$ cat config.mk
export PLATFORM = sky130hd
export DESIGN_NAME = gpio_cmd_ctrl
export DESIGN_NICKNAME = d
export VERILOG_FILES = /design/src/rtl/gpio_cmd_ctrl_pkg.sv /design/src/rtl/gpio_cmd_ctrl_edge.sv /design/src/rtl/gpio_cmd_ctrl.sv
export SDC_FILE = /design/constraint.sdc
export NUM_CORES = 1
export LEC_CHECK = 0
export ABC_AREA = 1
export CAP_MARGIN = 20
export CORE_MARGIN = 2
export CORE_UTILIZATION = 32
export DETAILED_ROUTE_END_ITERATION = 10
export PLACE_DENSITY = 0.6
export RECOVER_POWER = 100
export SLEW_MARGIN = 20
export SYNTH_ARGS = -nofsm -noshare
export SYNTH_HDL_FRONTEND = slang
export SYNTH_SLANG_ARGS = --single-unit
$ cat constraint.sdc
create_clock -name i_CLK -period 4.98 [get_ports i_CLK]
set_input_delay 1.494 -clock i_CLK [delete_from_list [all_inputs] [get_ports i_CLK]]
set_output_delay 1.494 -clock i_CLK [all_outputs]
set_load 0.02 [all_outputs]
$ cat src/rtl/gpio_cmd_ctrl_pkg.sv
// Shared command codes and controller state encodings for the GPIO command front end.
// Pure definitions: no latency and no flow control of its own.
package gpio_cmd_ctrl_pkg;

    localparam logic [2:0] CMD_KNL  = 3'b000;
    localparam logic [2:0] CMD_LEN  = 3'b001;
    localparam logic [2:0] CMD_IMG  = 3'b010;
    localparam logic [2:0] CMD_RD   = 3'b011;
    localparam logic [2:0] CMD_LAST = 3'b100;

    localparam int KNL_ROWS = 3;

    typedef enum logic [1:0] {
        ST_LOAD = 2'd0,
        ST_RUN  = 2'd1,
        ST_DONE = 2'd2
    } state_t;

endpackage

$ cat src/rtl/gpio_cmd_ctrl_edge.sv
// Registers the GPIO valid level and flags its rising edge as a one-cycle event.
// Event is combinational off the registered copy; there is no backpressure and reset masks the event.
module gpio_edge_det (
    input  logic clk,
    input  logic rst,
    input  logic sig,
    output logic evt
);

    logic sig_q;

    always_ff @(posedge clk) begin
        if (rst) begin
            sig_q <= 1'b0;
        end else begin
            sig_q <= sig;
        end
    end

    assign evt = sig & ~sig_q & ~rst;

endmodule

$ cat src/rtl/gpio_cmd_ctrl.sv
// Decodes MCU GPIO commands into kernel/image writes, launches the convolver and walks results.
// Write enables pulse one cycle after a strobe edge, start one cycle later; software paces everything.
module gpio_cmd_ctrl
    import gpio_cmd_ctrl_pkg::*;
#(
    parameter int DATA_W  = 24,
    parameter int PIX_W   = 8,
    parameter int RES_W   = 13,
    parameter int ADDR_W  = 10,
    parameter int N_BANKS = 4,
    parameter int LEN_W   = 10,
    parameter int SEL_W   = (N_BANKS > 1) ? $clog2(N_BANKS) : 1
) (
    input  logic               i_CLK,
    input  logic               i_rst,
    input  logic [DATA_W-1:0]  i_GPIOdata,
    input  logic [2:0]         i_GPIOctrl,
    input  logic               i_GPIOvalid,
    output logic [DATA_W-1:0]  o_KNLdata,
    output logic [2:0]         o_KNLwe,
    output logic [LEN_W-1:0]   o_imgLength,
    output logic [PIX_W-1:0]   o_MEMdata,
    output logic [ADDR_W-1:0]  o_MEMaddr,
    output logic [N_BANKS-1:0] o_MEMwe,
    output logic               o_convStart,
    input  logic               i_convDone,
    output logic [ADDR_W-1:0]  o_RESaddr,
    output logic [SEL_W-1:0]   o_RESsel,
    input  logic [RES_W-1:0]   i_RESdata,
    output logic [31:0]        o_GPIOdata,
    output logic               o_led
);

    localparam logic [N_BANKS-1:0] BANK_ONE  = 1;
    localparam logic [SEL_W-1:0]   LAST_BANK = SEL_W'(N_BANKS - 1);
    localparam logic [LEN_W-1:0]   MIN_LEN   = LEN_W'(2);

    logic evt;

    state_t state_q, state_d;
    logic   do_knl, do_len, do_img, do_last, do_rd;
    logic   led_set, led_clr;

    logic [1:0]         knl_row;
    logic [ADDR_W-1:0]  wr_addr;
    logic [SEL_W-1:0]   wr_bank;
    logic               start_pend;
    logic [RES_W-1:0]   res_q;

    logic [LEN_W-1:0]   len_in;
    logic [ADDR_W-1:0]  rd_addr_inc;
    logic               rd_wrap;

    gpio_edge_det u_edge (
        .clk (i_CLK),
        .rst (i_rst),
        .sig (i_GPIOvalid),
        .evt (evt)
    );

    assign len_in      = i_GPIOdata[LEN_W-1:0];
    assign rd_addr_inc = o_RESaddr + 1'b1;
    // Readout stops two short of the length: the valid convolution window per bank row.
    assign rd_wrap     = ((LEN_W+1)'(rd_addr_inc) >= ({1'b0, o_imgLength} - (LEN_W+1)'(2)));

    always_ff @(posedge i_CLK) begin
        if (i_rst) begin
            state_q <= ST_LOAD;
        end else begin
            state_q <= state_d;
        end
    end

    always_comb begin
        state_d = state_q;
        do_knl  = 1'b0;
        do_len  = 1'b0;
        do_img  = 1'b0;
        do_last = 1'b0;
        do_rd   = 1'b0;
        led_set = 1'b0;
        led_clr = 1'b0;
        case (state_q)
            ST_LOAD: begin
                if (evt) begin
                    case (i_GPIOctrl)
                        CMD_KNL: do_knl = 1'b1;
                        CMD_LEN: do_len = 1'b1;
                        CMD_IMG: do_img = 1'b1;
                        CMD_LAST: begin
                            do_img  = 1'b1;
                            do_last = 1'b1;
                            state_d = ST_RUN;
                        end
                        default: ;
                    endcase
                end
            end
            ST_RUN: begin
                if (i_convDone) begin
                    led_set = 1'b1;
                    state_d = ST_DONE;
                end
            end
            ST_DONE: begin
                if (evt) begin
                    case (i_GPIOctrl)
                        CMD_RD: do_rd = 1'b1;
                        CMD_IMG: begin
                            do_img  = 1'b1;
                            led_clr = 1'b1;
                            state_d = ST_LOAD;
                        end
                        CMD_LAST: begin
                            do_img  = 1'b1;
                            do_last = 1'b1;
                            led_clr = 1'b1;
                            state_d = ST_RUN;
                        end
                        default: ;
                    endcase
                end
            end
            default: state_d = ST_LOAD;
        endcase
    end

    always_ff @(posedge i_CLK) begin
        if (i_rst) begin
            o_KNLdata   <= '0;
            o_KNLwe     <= '0;
            o_imgLength <= '0;
            o_MEMdata   <= '0;
            o_MEMaddr   <= '0;
            o_MEMwe     <= '0;
            o_convStart <= 1'b0;
            o_RESaddr   <= '0;
            o_RESsel    <= '0;
            o_led       <= 1'b0;
            knl_row     <= '0;
            wr_addr     <= '0;
            wr_bank     <= '0;
            start_pend  <= 1'b0;
            res_q       <= '0;
        end else begin
            o_KNLwe     <= '0;
            o_MEMwe     <= '0;
            start_pend  <= do_last;
            o_convStart <= start_pend;
            res_q       <= i_RESdata;

            if (do_knl) begin
                o_KNLdata <= i_GPIOdata;
                o_KNLwe   <= 3'b001 << knl_row;
                knl_row   <= (knl_row == 2'd2) ? 2'd0 : knl_row + 2'd1;
            end

            if (do_len) begin
                if (len_in >= MIN_LEN) begin
                    o_imgLength <= len_in;
                end
                wr_addr <= '0;
                wr_bank <= '0;
            end

            if (do_img) begin
                o_MEMdata <= i_GPIOdata[PIX_W-1:0];
                o_MEMaddr <= wr_addr;
                o_MEMwe   <= BANK_ONE << wr_bank;
                if (do_last) begin
                    wr_addr <= '0;
                    wr_bank <= '0;
                end else if (wr_addr == o_imgLength) begin
                    wr_addr <= '0;
                    wr_bank <= (wr_bank == LAST_BANK) ? '0 : wr_bank + 1'b1;
                end else begin
                    wr_addr <= wr_addr + 1'b1;
                end
            end

            if (led_set) begin
                o_led <= 1'b1;
            end
            if (led_clr) begin
                o_led     <= 1'b0;
                o_RESaddr <= '0;
                o_RESsel  <= '0;
            end

            if (do_rd) begin
                if (rd_wrap) begin
                    o_RESaddr <= '0;
                    o_RESsel  <= (o_RESsel == LAST_BANK) ? '0 : o_RESsel + 1'b1;
                end else begin
                    o_RESaddr <= rd_addr_inc;
                end
            end
        end
    end

    assign o_GPIOdata = {o_led, {(31 - RES_W){1'b0}}, res_q};

endmodule

==> results of run 1 <==
## how the worst max path moves through the flow
stage,depth (start not counted),end,start,slack [ns]
after floorplan,9,o_KNLdata[10],i_rst,2.46
after global placement,11,o_RESsel[0],i_GPIOctrl[1],1.48
after detailed placement,11,o_RESaddr[8],i_GPIOctrl[1],1.44
after CTS,11,o_RESaddr[8],i_GPIOctrl[1],1.82
after global routing,11,o_RESaddr[4],i_rst,0.82
final,11,o_RESaddr[8],i_rst,1.14
## registers in the layout, summed over array words and instances, names as in the netlist
| register | cells |
|---|---|
| state_q | 2 |
| o_convStart | 1 |
| o_led | 1 |
| wr_bank | 2 |
| o_KNLwe | 3 |
| wr_addr | 10 |
| start_pend | 1 |
| o_MEMaddr | 10 |
| o_MEMwe | 4 |
| knl_row | 2 |
| o_imgLength | 10 |
| o_RESaddr | 10 |
| o_KNLdata | 24 |
| res_q | 13 |
| u_edge.sig_q | 1 |
| o_RESsel | 2 |
| o_MEMdata | 8 |
## layer usage
metal / vias to the layer above / track usage / wire [um]
met4: 0 / 0.0388 / 171
met5: - / 0 / 0
li1: 2255 / - / -
met1: 1925 / 0.222 / 6160
met2: 120 / 0.242 / 5460
met3: 12 / 0.0489 / 768
## metrics by stage
stage                     total power [uW]  instance area (um^2)
final                                 1710                  6350
after global routing                  1780                  6350
after CTS                             1750                  6410
after detailed placement              1060                  6130
after global placement                1050                  6130
after floorplan                        981                  4820
## area by class of cell
cell class              instances  area (um^2)  share of cell area
well taps                     184          230              0.0362
clock buffers                  11          243              0.0382
inverters                      86          323              0.0508
multi-input cells             430         2100               0.331
flip-flops and latches        104         2080               0.328
repair buffers                133         1340               0.210
clock inverters                 5         38.8             0.00610
## power groups by stage
stage	registers (uW)	clock network, uW	logic [uW]
after floorplan	894	0	86.3
after global placement	877	0	178
after detailed placement	877	0	179
after CTS	857	709	180
after global routing	858	742	184
final	856	686	168
## cell usage after synthesis, types with 6 or more instances
cell / n / area [um^2]
nor3_1: 11 / 55.1
o21ai_0: 36 / 180
nand4_1: 9 / 56.3
clkbuf_1: 10 / 37.5
buf_2: 6 / 30.0
nand3_1: 52 / 260
a21oi_1: 47 / 235
ha_1: 15 / 188
inv_2: 9 / 33.8
nor2_1: 63 / 236
inv_1: 77 / 289
buf_4: 21 / 158
dfxtp_1: 104 / 2080
nand2_1: 143 / 537
xor2_1: 13 / 114
## cell families (layout without fill, tap and decap cells)
kind of cell | Yosys count | in the layout
and+or+nand+nor | 291 | 291
DFF | 104 | 104
other | 1 | 18
adders and majority gates | 15 | 15
xor gates and xnor gates | 14 | 14
buffers and inverters | 127 | 235
AOI/OAI and AO/OA | 92 | 92
## critical path: stages
cell	delay [ns]
dlygate4sd3_1	0.55
nor2_1	0.20
nand2_1	0.14
nor2_1	0.32
nand2_1	0.33
inv_2	0.43
nand2_1	0.22
nand2_1	0.12
inv_2	0.09
nand2_1	0.07
a21oi_1	0.06
==> metrics.csv, run 1 <==
stage,metric,value,unit
status,status,completed,
timing,Final WS setup,1.14,ns
floorplanning,Die Y-Extent,126,um
worst_hold_path,HP Class,flop to flop,
layout,"commonest non-fill, non-tap cell in the layout",nand2_1,
timing,Final min period,3.84,ns
clock_tree,clk sinks,104,
floorplanning,Die Area,0.0159,mm^2
placement,GP Congestion,0.795,
critical_path,R2R Setup Slk,2.21,ns
timing,Tightest Pin Transition,0.649,ns
yosys,post-synthesis adder-cell area fraction,0.0394,
critical_path,Crit Path Class,input port to flop,
timing,period utilization,0.771,
yosys,post-synthesis compound-gate area fraction,0.103,
grt,largest net degree at the start of global routing,50,
clock_tree,CTS Buffer Depth,2,
timing,count of pins over their slew limit,0,
floorplanning,CORE AREA,0.0145,mm^2
power_and_ir_drop,switch share,0.254,
worst_hold_path,worst hold start,start_pend,
clock_tree,Resized Gates After CTS,0,
placement,I/O Buffers,130,
layout,share of layout cells above drive strength 1,0.0390,
timing,TNS Setup,0,ns
grt,Total GRT Usage,0.159,
yosys,Gate Count Post-Synth,644,
placement,placed cell count,937,
grt,vias in the first global route,3992,
timing,worst rel slew slack,0.567,
placement,pre-CTS WS,1.44,ns
run,Max Cap Viol,0,
power_and_ir_drop,Gate power share,0.098,
yosys,Seq cells post-synth,104,
timing,RSZ-0062 raised after global routing,no,
yosys,Yosys cell types,35,
yosys,YS warnings,0,
route,vias,4312,
yosys,Synth Area in Simple Gates,0.271,
layout,Final Util,0.437,
critical_path,CP max FO,30,
yosys,Post-synth ARST share,0,
clock_tree,worst-skew pair later-pin latency,0.35,ns
yosys,Post-synth EDFFs,0,
critical_path,Worst Setup Start Kind,input port,
worst_hold_path,Worst Hold Endpoint,o_convStart,
clock_tree,postcts setup bufs,0,
layout,Total Nets Final,823,
power_and_ir_drop,Max VDD drop,0.170,mV
power_and_ir_drop,Static Leakage,0.00309,uW
yosys,mux contribution to synthesized area,0,
layout,fillers,1527,
critical_path,CP arrival,4.05,ns
critical_path,R2R depth,16,
yosys,XOR/XNOR Fraction of Synth Area,0.0258,
yosys,Syn Std Cell Area,0.00476,mm^2
clock_tree,CTS Buf Count,9,
route,DRT Wirelength,12.6,mm
power_and_ir_drop,pwr/cell area,269,mW/mm^2
placement,DP HPWL,9.29,mm
layout,number of antenna diodes,0,
route,drt first pass iters,5,
floorplanning,row count,44,
critical_path,critical path required time,5.19,ns
timing,Hold WS,0.416,ns
layout,"commonest cells after routing, fill and taps aside","nand2_1, dfxtp_1, dlygate4sd3_1",
yosys,Avg Inst Size Synth,7.39,um^2
yosys,main combinational cell family by area after synthesis,simple AND/OR/NAND/NOR gates,
route,Starting DRT DRC Count,351,
power_and_ir_drop,Psw,434,uW
grt,initial antenna violation count,0,
route,WL/cell,13.2,um
floorplanning,Ports,149,
floorplanning,Initial Utilization,0.327,
route,post-route ant nets,0,
critical_path,crit end category,flop,
yosys,post-synthesis sequential area ratio,0.438,
grt,global-route wire length before repair,20.2,mm
grt,GRT overflow,0,
route,drc violations,0,
timing,Layout Skew,0.00871,ns
power_and_ir_drop,sequential share of power,0.501,
clock_tree,clock-pin slew on the worst setup and hold paths,0.07,ns
timing,setup violators final,0,
clock_tree,CTS tree,yes,
timing,final number of hold-violating endpoints,0,
power_and_ir_drop,Clk pwr share,0.401,
clock_tree,H-tree Lvls,3,
layout,Area growth syn-to-layout,33.5,%
floorplanning,die width,126,um
critical_path,Reg-to-Reg Start,o_RESaddr[0],
layout,final std cells w/o fill,953,
route,via/cell ratio,4.52,
clock_tree,# hold bufs at CTS,0,
power_and_ir_drop,internal power,1280,uW
timing,FMAX,260,MHz
worst_hold_path,Hold Crit Depth,2,
yosys,top_reg_cell synth,dfxtp_1,
critical_path,worst r2r dst,o_RESaddr[8],
clock_tree,CTS Root Cell,clkbuf_16,
Power figures use the tool's default switching activity.
==> run 2: changes to the inputs <==
--- a/config.mk
+++ b/config.mk
@@ -10,7 +10,7 @@
 export CORE_MARGIN = 2
 export CORE_UTILIZATION = 32
 export DETAILED_ROUTE_END_ITERATION = 10
-export PLACE_DENSITY = 0.6
+export PLACE_DENSITY = 0.62
 export RECOVER_POWER = 100
 export SLEW_MARGIN = 20
 export SYNTH_ARGS = -nofsm -noshare
==> constraint.sdc (replaced) <==
create_clock -name i_CLK -period 3.4 [get_ports i_CLK]
set_input_delay 1.02 -clock i_CLK [delete_from_list [all_inputs] [get_ports i_CLK]]
set_output_delay 1.02 -clock i_CLK [all_outputs]
set_load 0.02 [all_outputs]
==> run 2 against run 1 <==
Final cell count increased by 0.42%. Worst hold slack got worse by 0.0081 ns. Die area unchanged. Flip-flop and latch count unchanged. Clock power increased by 57%. Via count increased by 1.0%. Sequential share of layout area decreased by 0.33 points. Global-route usage decreased by 0.23 points. Non-clock buffer count increased by 4. Sequential power increased by 46%. Clock skew increased by 0.00057 ns. Critical path type unchanged. Largest power group unchanged. Highest routed layer unchanged.
==> metrics.csv, run 2 (same netlist as run 1, synthesis figures left out) <==
stage,metric,value,unit,change
timing,worst rel slew slack,0.456,,-0.111
timing,final number of hold-violating endpoints,0,,unchanged
layout,fillers,1504,,-1.5%
timing,Final min period,2.96,ns,
grt,vias in the first global route,3989,,-0.075%
clock_tree,clk sinks,104,,unchanged
placement,GP Congestion,0.796,,+0.14%
floorplanning,CORE AREA,0.0145,mm^2,unchanged
placement,I/O Buffers,130,,unchanged
critical_path,CP max FO,13,,-57%
layout,"commonest non-fill, non-tap cell in the layout",nand2_1,,
grt,Total GRT Usage,0.157,,-0.00233
clock_tree,CTS Buffer Depth,2,,unchanged
layout,Area growth syn-to-layout,34.9,%,
layout,max reg flops,24,,unchanged
floorplanning,die width,126,um,unchanged
floorplanning,row count,44,,unchanged
floorplanning,Initial Utilization,0.327,,unchanged
placement,Placed Instance Area,0.00616,mm^2,+0.49%
clock_tree,CTS Root Cell,clkbuf_16,,
critical_path,R2R Setup Slk,0.75,ns,-1.46 ns
critical_path,Worst Setup Start Kind,input port,,
route,DRT Wirelength,12.5,mm,-0.70%
status,status,completed,,
layout,area of the multi-input gates,0.00213,mm^2,+1.2%
critical_path,worst path bufs/invs,3,,unchanged
critical_path,Crit Path Class,input port to flop,,
layout,Biggest register,o_KNLdata,,
critical_path,"Cell Chain, Critical Path","dlygate4sd3_1, nor2_8, nand2_1, nor2_1, nand2_4, inv_1, nand2_1, nand2_1, inv_1, nand2_1, a21oi_1",,
critical_path,slowest cell delay on critical path,0.62,ns,+0.07 ns
power_and_ir_drop,Static Leakage,0.00315,uW,+1.7%
layout,Total Nets Final,827,,+0.49%
layout,number of antenna diodes,0,,unchanged
timing,Layout Skew,0.00928,ns,+0.000572 ns
route,vias,4356,,+1.0%
layout,"final std cell area, no fill",0.00642,mm^2,+1.0%
placement,DP HPWL,9.25,mm,-0.45%
critical_path,critical path required time,3.60,ns,-1.59 ns
layout,share of layout cells above drive strength 1,0.0427,,+0.00368
layout,register area,0.00208,mm^2,unchanged
run,Max Cap Viol,0,,unchanged
route,Starting DRT DRC Count,269,,-23%
timing,FMAX,338,MHz,
critical_path,critical path's slowest cell,dlygate4sd3_1,,
route,post-route ant nets,0,,unchanged
power_and_ir_drop,pwr/cell area,402,mW/mm^2,+50%
grt,initial antenna violation count,0,,unchanged
timing,period utilization,0.871,,
critical_path,crit end category,flop,,
floorplanning,Die Y-Extent,126,um,unchanged
timing,TNS Setup,0,ns,unchanged
critical_path,Crit path top cell by count,nand2_1,,
critical_path,CP top delay family,simple AND/OR/NAND/NOR gates,,
clock_tree,worst-skew pair later-pin latency,0.35,ns,about the same
timing,count of pins over their slew limit,0,,unchanged
timing,setup violators final,0,,unchanged
floorplanning,Ports,149,,unchanged
grt,largest net degree at the start of global routing,60,,+20%
timing,Tightest Pin Transition,0.815,ns,+0.167 ns
clock_tree,Resized Gates After CTS,0,,unchanged
power_and_ir_drop,Max VDD drop,0.265,mV,+56%
clock_tree,# hold bufs at CTS,0,,unchanged
grt,global-route wire length before repair,20.1,mm,-0.41%
clock_tree,CTS tree,yes,,
layout,"commonest cells after routing, fill and taps aside","nand2_1, dfxtp_1, dlygate4sd3_1",,
route,via/cell ratio,4.55,,+0.60%
clock_tree,postcts setup bufs,0,,unchanged
worst_hold_path,HP Class,flop to flop,,
clock_tree,clock-pin slew on the worst setup and hold paths,0.07,ns,about the same
layout,Top Registers,"o_KNLdata x24, res_q x13",,
timing,RSZ-0062 raised after global routing,no,,
route,drc violations,0,,unchanged
clock_tree,H-tree Lvls,3,,unchanged
critical_path,CP arrival,3.16,ns,-0.89 ns
timing,Hold WS,0.408,ns,-0.00808 ns
route,drt first pass iters,4,,-1
grt,GRT overflow,0,,unchanged
route,WL/cell,13.0,um,-1.1%
floorplanning,Die Area,0.0159,mm^2,unchanged
clock_tree,CTS Buf Count,9,,unchanged
run 2: cell count changes in the layout (fill, tap and decap cells not counted), sizes merged:
cell,change
bufinv,+1
clkdlybuf4s50,-1
clkinv,-1
dlygate4sd3,+1
clkbuf,+2
buf,+2
run 2: tightest hold or removal path: stages, from the launching register on:
cell and delay, ns:
dfxtp_1 0.30, inv_1 0.04, nor2_1 0.03
run 2: final cells by class:
type | instances | area share
sequential | 104 | 0.324
tap | 184 | 0.0359
inverter | 86 | 0.0503
multi-input combinational | 430 | 0.331
clock buffer | 11 | 0.0378
clock inverter | 5 | 0.00975
timing repair buffer | 137 | 0.211
run 2: path summary, 6_finish.rpt:
check                           cells after the start          from            to
worst min register to register                      2    start_pend   o_convStart
worst min-delay path                                2    start_pend   o_convStart
worst max-delay path                               11         i_rst  o_RESaddr[0]
worst max register to register                     17  o_RESaddr[0]  o_RESaddr[2]
run 2: report_power, final:
part           internal (uW)  leakage [uW]  switching (uW)
clock network            599      0.000148             480
registers               1240      0.000844            11.6
logic                    104       0.00216             146
total                   1940       0.00315             638
run 2: per-layer routing:
metal	wire length, um	track usage	up-vias
li1	-	-	2263
met1	5780	0.207	1957
met2	5530	0.242	129
met3	1080	0.0616	7
met4	87	0.0388	0
met5	0	0	-
run 2: stage by stage:
step                      total power (uW)  instances   util  setup slack [ns]
after floorplan                       1440        661      -             0.964
after global placement                1550        941  0.424             0.600
after detailed placement              1550        941  0.424             0.581
after CTS                             2630        957  0.445             0.734
after global routing                  2690        957  0.442             0.219
final                                 2580        957  0.442             0.438
==> run 3: changes to the inputs <==
--- a/config.mk
+++ b/config.mk
@@ -8,9 +8,9 @@
 export ABC_AREA = 1
 export CAP_MARGIN = 20
 export CORE_MARGIN = 2
-export CORE_UTILIZATION = 32
+export CORE_UTILIZATION = 42
 export DETAILED_ROUTE_END_ITERATION = 10
-export PLACE_DENSITY = 0.62
+export PLACE_DENSITY = 0.76
 export RECOVER_POWER = 100
 export SLEW_MARGIN = 20
 export SYNTH_ARGS = -nofsm -noshare
==> run 3 against run 2 <==
Worst hold slack got worse by 0.0048 ns. Die area fell by 23%. Total power fell by 3.2%. Critical path type unchanged. Critical endpoint is now wr_addr[0]. Largest power group unchanged. Highest routed layer unchanged.
==> metrics.csv, run 3 (same netlist as run 1, synthesis figures left out) <==
stage,metric,value,unit,change
power_and_ir_drop,pwr/cell area,395,mW/mm^2,-1.7%
route,WL/cell,13.5,um,+3.5%
clock_tree,postcts setup bufs,0,,unchanged
grt,largest net degree at the start of global routing,60,,unchanged
critical_path,R2R Setup Slk,0.59,ns,-0.16 ns
layout,Total Nets Final,825,,-0.24%
critical_path,slowest cell delay on critical path,0.65,ns,+0.03 ns
floorplanning,CORE AREA,0.0109,mm^2,-25%
floorplanning,Initial Utilization,0.435,,+0.108
clock_tree,CTS Buf Count,9,,unchanged
route,via/cell ratio,4.88,,+7.3%
route,M1 WL,5.29,mm,-8.5%
floorplanning,row count,38,,-14%
placement,pre-CTS WS,0.470,ns,-0.111 ns
critical_path,CP arrival,3.19,ns,+0.03 ns
floorplanning,Ports,149,,unchanged
critical_path,Crit path top cell by count,o21ai_0,,
clock_tree,CTS Buffer Depth,2,,unchanged
critical_path,critical path's slowest cell,dlygate4sd3_1,,
route,drc violations,0,,unchanged
floorplanning,Die Y-Extent,110,um,-12%
clock_tree,worst-skew pair later-pin latency,0.35,ns,about the same
clock_tree,Resized Gates After CTS,0,,unchanged
grt,global-route wire length before repair,20.7,mm,+2.7%
timing,Final min period,2.96,ns,-0.00483 ns
route,WL met2,5.95,mm,+7.7%
power_and_ir_drop,Gate power share,0.100,,+0.003
critical_path,CP max FO,13,,unchanged
status,status,completed,,
critical_path,critical path required time,3.63,ns,+0.03 ns
clock_tree,clock-pin slew on the worst setup and hold paths,0.07,ns,about the same
timing,Tightest Pin Transition,1.04,ns,+0.223 ns
timing,Layout Skew,0.0164,ns,+0.00709 ns
route,vias,4448,,+2.1%
placement,GP Congestion,0.838,,+5.3%
route,Starting DRT DRC Count,284,,+5.6%
layout,Top Registers,"o_KNLdata x24, res_q x13",,
timing,FMAX,338,MHz,+0.16%
clock_tree,CTS tree,yes,,
timing,period utilization,0.870,,-0.00142
power_and_ir_drop,Clk pwr share,0.399,,-0.019
placement,I/O Buffers,130,,unchanged
layout,"commonest non-fill, non-tap cell in the layout",nand2_1,,
critical_path,crit end category,flop,,
timing,Final WS setup,0.443,ns,+0.00483 ns
layout,"final std cell area, no fill",0.00632,mm^2,-1.5%
route,drt first pass iters,5,,+1
layout,share of layout cells above drive strength 1,0.0402,,-0.00248
critical_path,Worst Setup Start Kind,input port,,
clock_tree,CTS Root Cell,clkbuf_16,,
power_and_ir_drop,Max VDD drop,0.293,mV,+11%
clock_tree,# hold bufs at CTS,0,,unchanged
timing,setup violators final,0,,unchanged
timing,RSZ-0062 raised after global routing,no,,
run,Max Cap Viol,0,,unchanged
floorplanning,die width,110,um,-12%
layout,"commonest cells after routing, fill and taps aside","nand2_1, dfxtp_1, dlygate4sd3_1",,
grt,GRT overflow,0,,unchanged
power_and_ir_drop,internal power,1860,uW,-4.4%
placement,Placed Instance Area,0.00607,mm^2,-1.3%
timing,count of pins over their slew limit,0,,unchanged
power_and_ir_drop,switch share,0.256,,+0.00938
placement,DP HPWL,9.37,mm,+1.3%
grt,initial antenna violation count,0,,unchanged
critical_path,"Cell Chain, Critical Path","dlygate4sd3_1, nor2_8, nand2_1, nor2_1, nand2_4, o21ai_0, inv_2, o21ai_0, a21oi_1",,
power_and_ir_drop,Psw,641,uW,+0.43%
timing,final number of hold-violating endpoints,0,,unchanged
timing,TNS Setup,0,ns,unchanged
power_and_ir_drop,Static Leakage,0.00313,uW,-0.72%
floorplanning,Die Area,0.0122,mm^2,-23%
route,post-route ant nets,0,,unchanged
layout,Area growth syn-to-layout,32.8,%,
timing,worst rel slew slack,0.308,,-0.149
layout,max reg flops,24,,unchanged
grt,vias in the first global route,4288,,+7.5%
route,DRT Wirelength,12.3,mm,-1.5%
critical_path,Crit Path Class,input port to flop,,
worst_hold_path,HP Class,flop to flop,,
clock_tree,H-tree Lvls,3,,unchanged
grt,Total GRT Usage,0.202,,+0.0448
clock_tree,clk sinks,104,,unchanged
route,met3 WL,912,um,-15%
layout,number of antenna diodes,0,,unchanged
route,top layer in use,met4,,
power_and_ir_drop,sequential share of power,0.502,,+0.017
layout,Biggest register,o_KNLdata,,
critical_path,worst path bufs/invs,2,,-1
critical_path,CP top delay family,buffers and inverters,,
run 3: area by class of cell:
| cell class | instances | area, um^2 |
|---|---|---|
| clock buffer | 9 | 225 |
| inverter | 86 | 323 |
| multi-input combinational | 430 | 2120 |
| timing repair buffer | 135 | 1330 |
| fill | 1019 | 4620 |
| clock inverter | 7 | 65.1 |
| tap | 140 | 175 |
| sequential | 104 | 2080 |
run 3: worst reg2reg max path, cell delays in order (launching register included):
cell     delay, ns
dfxtp_1       0.55
ha_1          0.25
nand3_1       0.12
nor2_1        0.17
nand2_1       0.10
xor2_1        0.14
inv_1         0.08
ha_1          0.31
nand2_1       0.08
inv_1         0.04
a21oi_1       0.13
nand2_1       0.08
nand2_1       0.06
nand2_1       0.07
nand2_1       0.27
nand3_1       0.13
a21oi_1       0.16
run 3: path summary, 6_finish.rpt:
| path | from | to | cells after the start |
|---|---|---|---|
| max reg2reg | o_RESaddr[0] | o_RESaddr[1] | 16 |
| min reg2reg | start_pend | o_convStart | 2 |
| min | start_pend | o_convStart | 2 |
| max | i_rst | wr_addr[0] | 9 |
run 3: power groups by stage:
stage | registers, uW | logic, uW | clock network, uW
6_report | 1250 | 249 | 996
5_1_grt | 1260 | 272 | 1070
4_1_cts | 1260 | 263 | 1020
3_5_place_dp | 1280 | 262 | 0
3_3_place_gp | 1280 | 258 | 0
2_1_floorplan | 1310 | 126 | 0
run 3: through the flow:
step	hold slack (ns)	total power [uW]	instances	utilization
floorplan	0.388	1440	661	-
global placement	0.393	1540	895	0.555
detailed placement	0.394	1550	895	0.555
CTS	0.404	2540	911	0.582
global route	0.434	2600	911	0.578
finish	0.403	2500	911	0.578
run 3: metal layers:
layer / vias to the layer above / global-route usage
li1: 2250 / -
met1: 2053 / 0.238
met2: 135 / 0.353
met3: 10 / 0.0631
met4: 0 / 0.0583
met5: - / 0
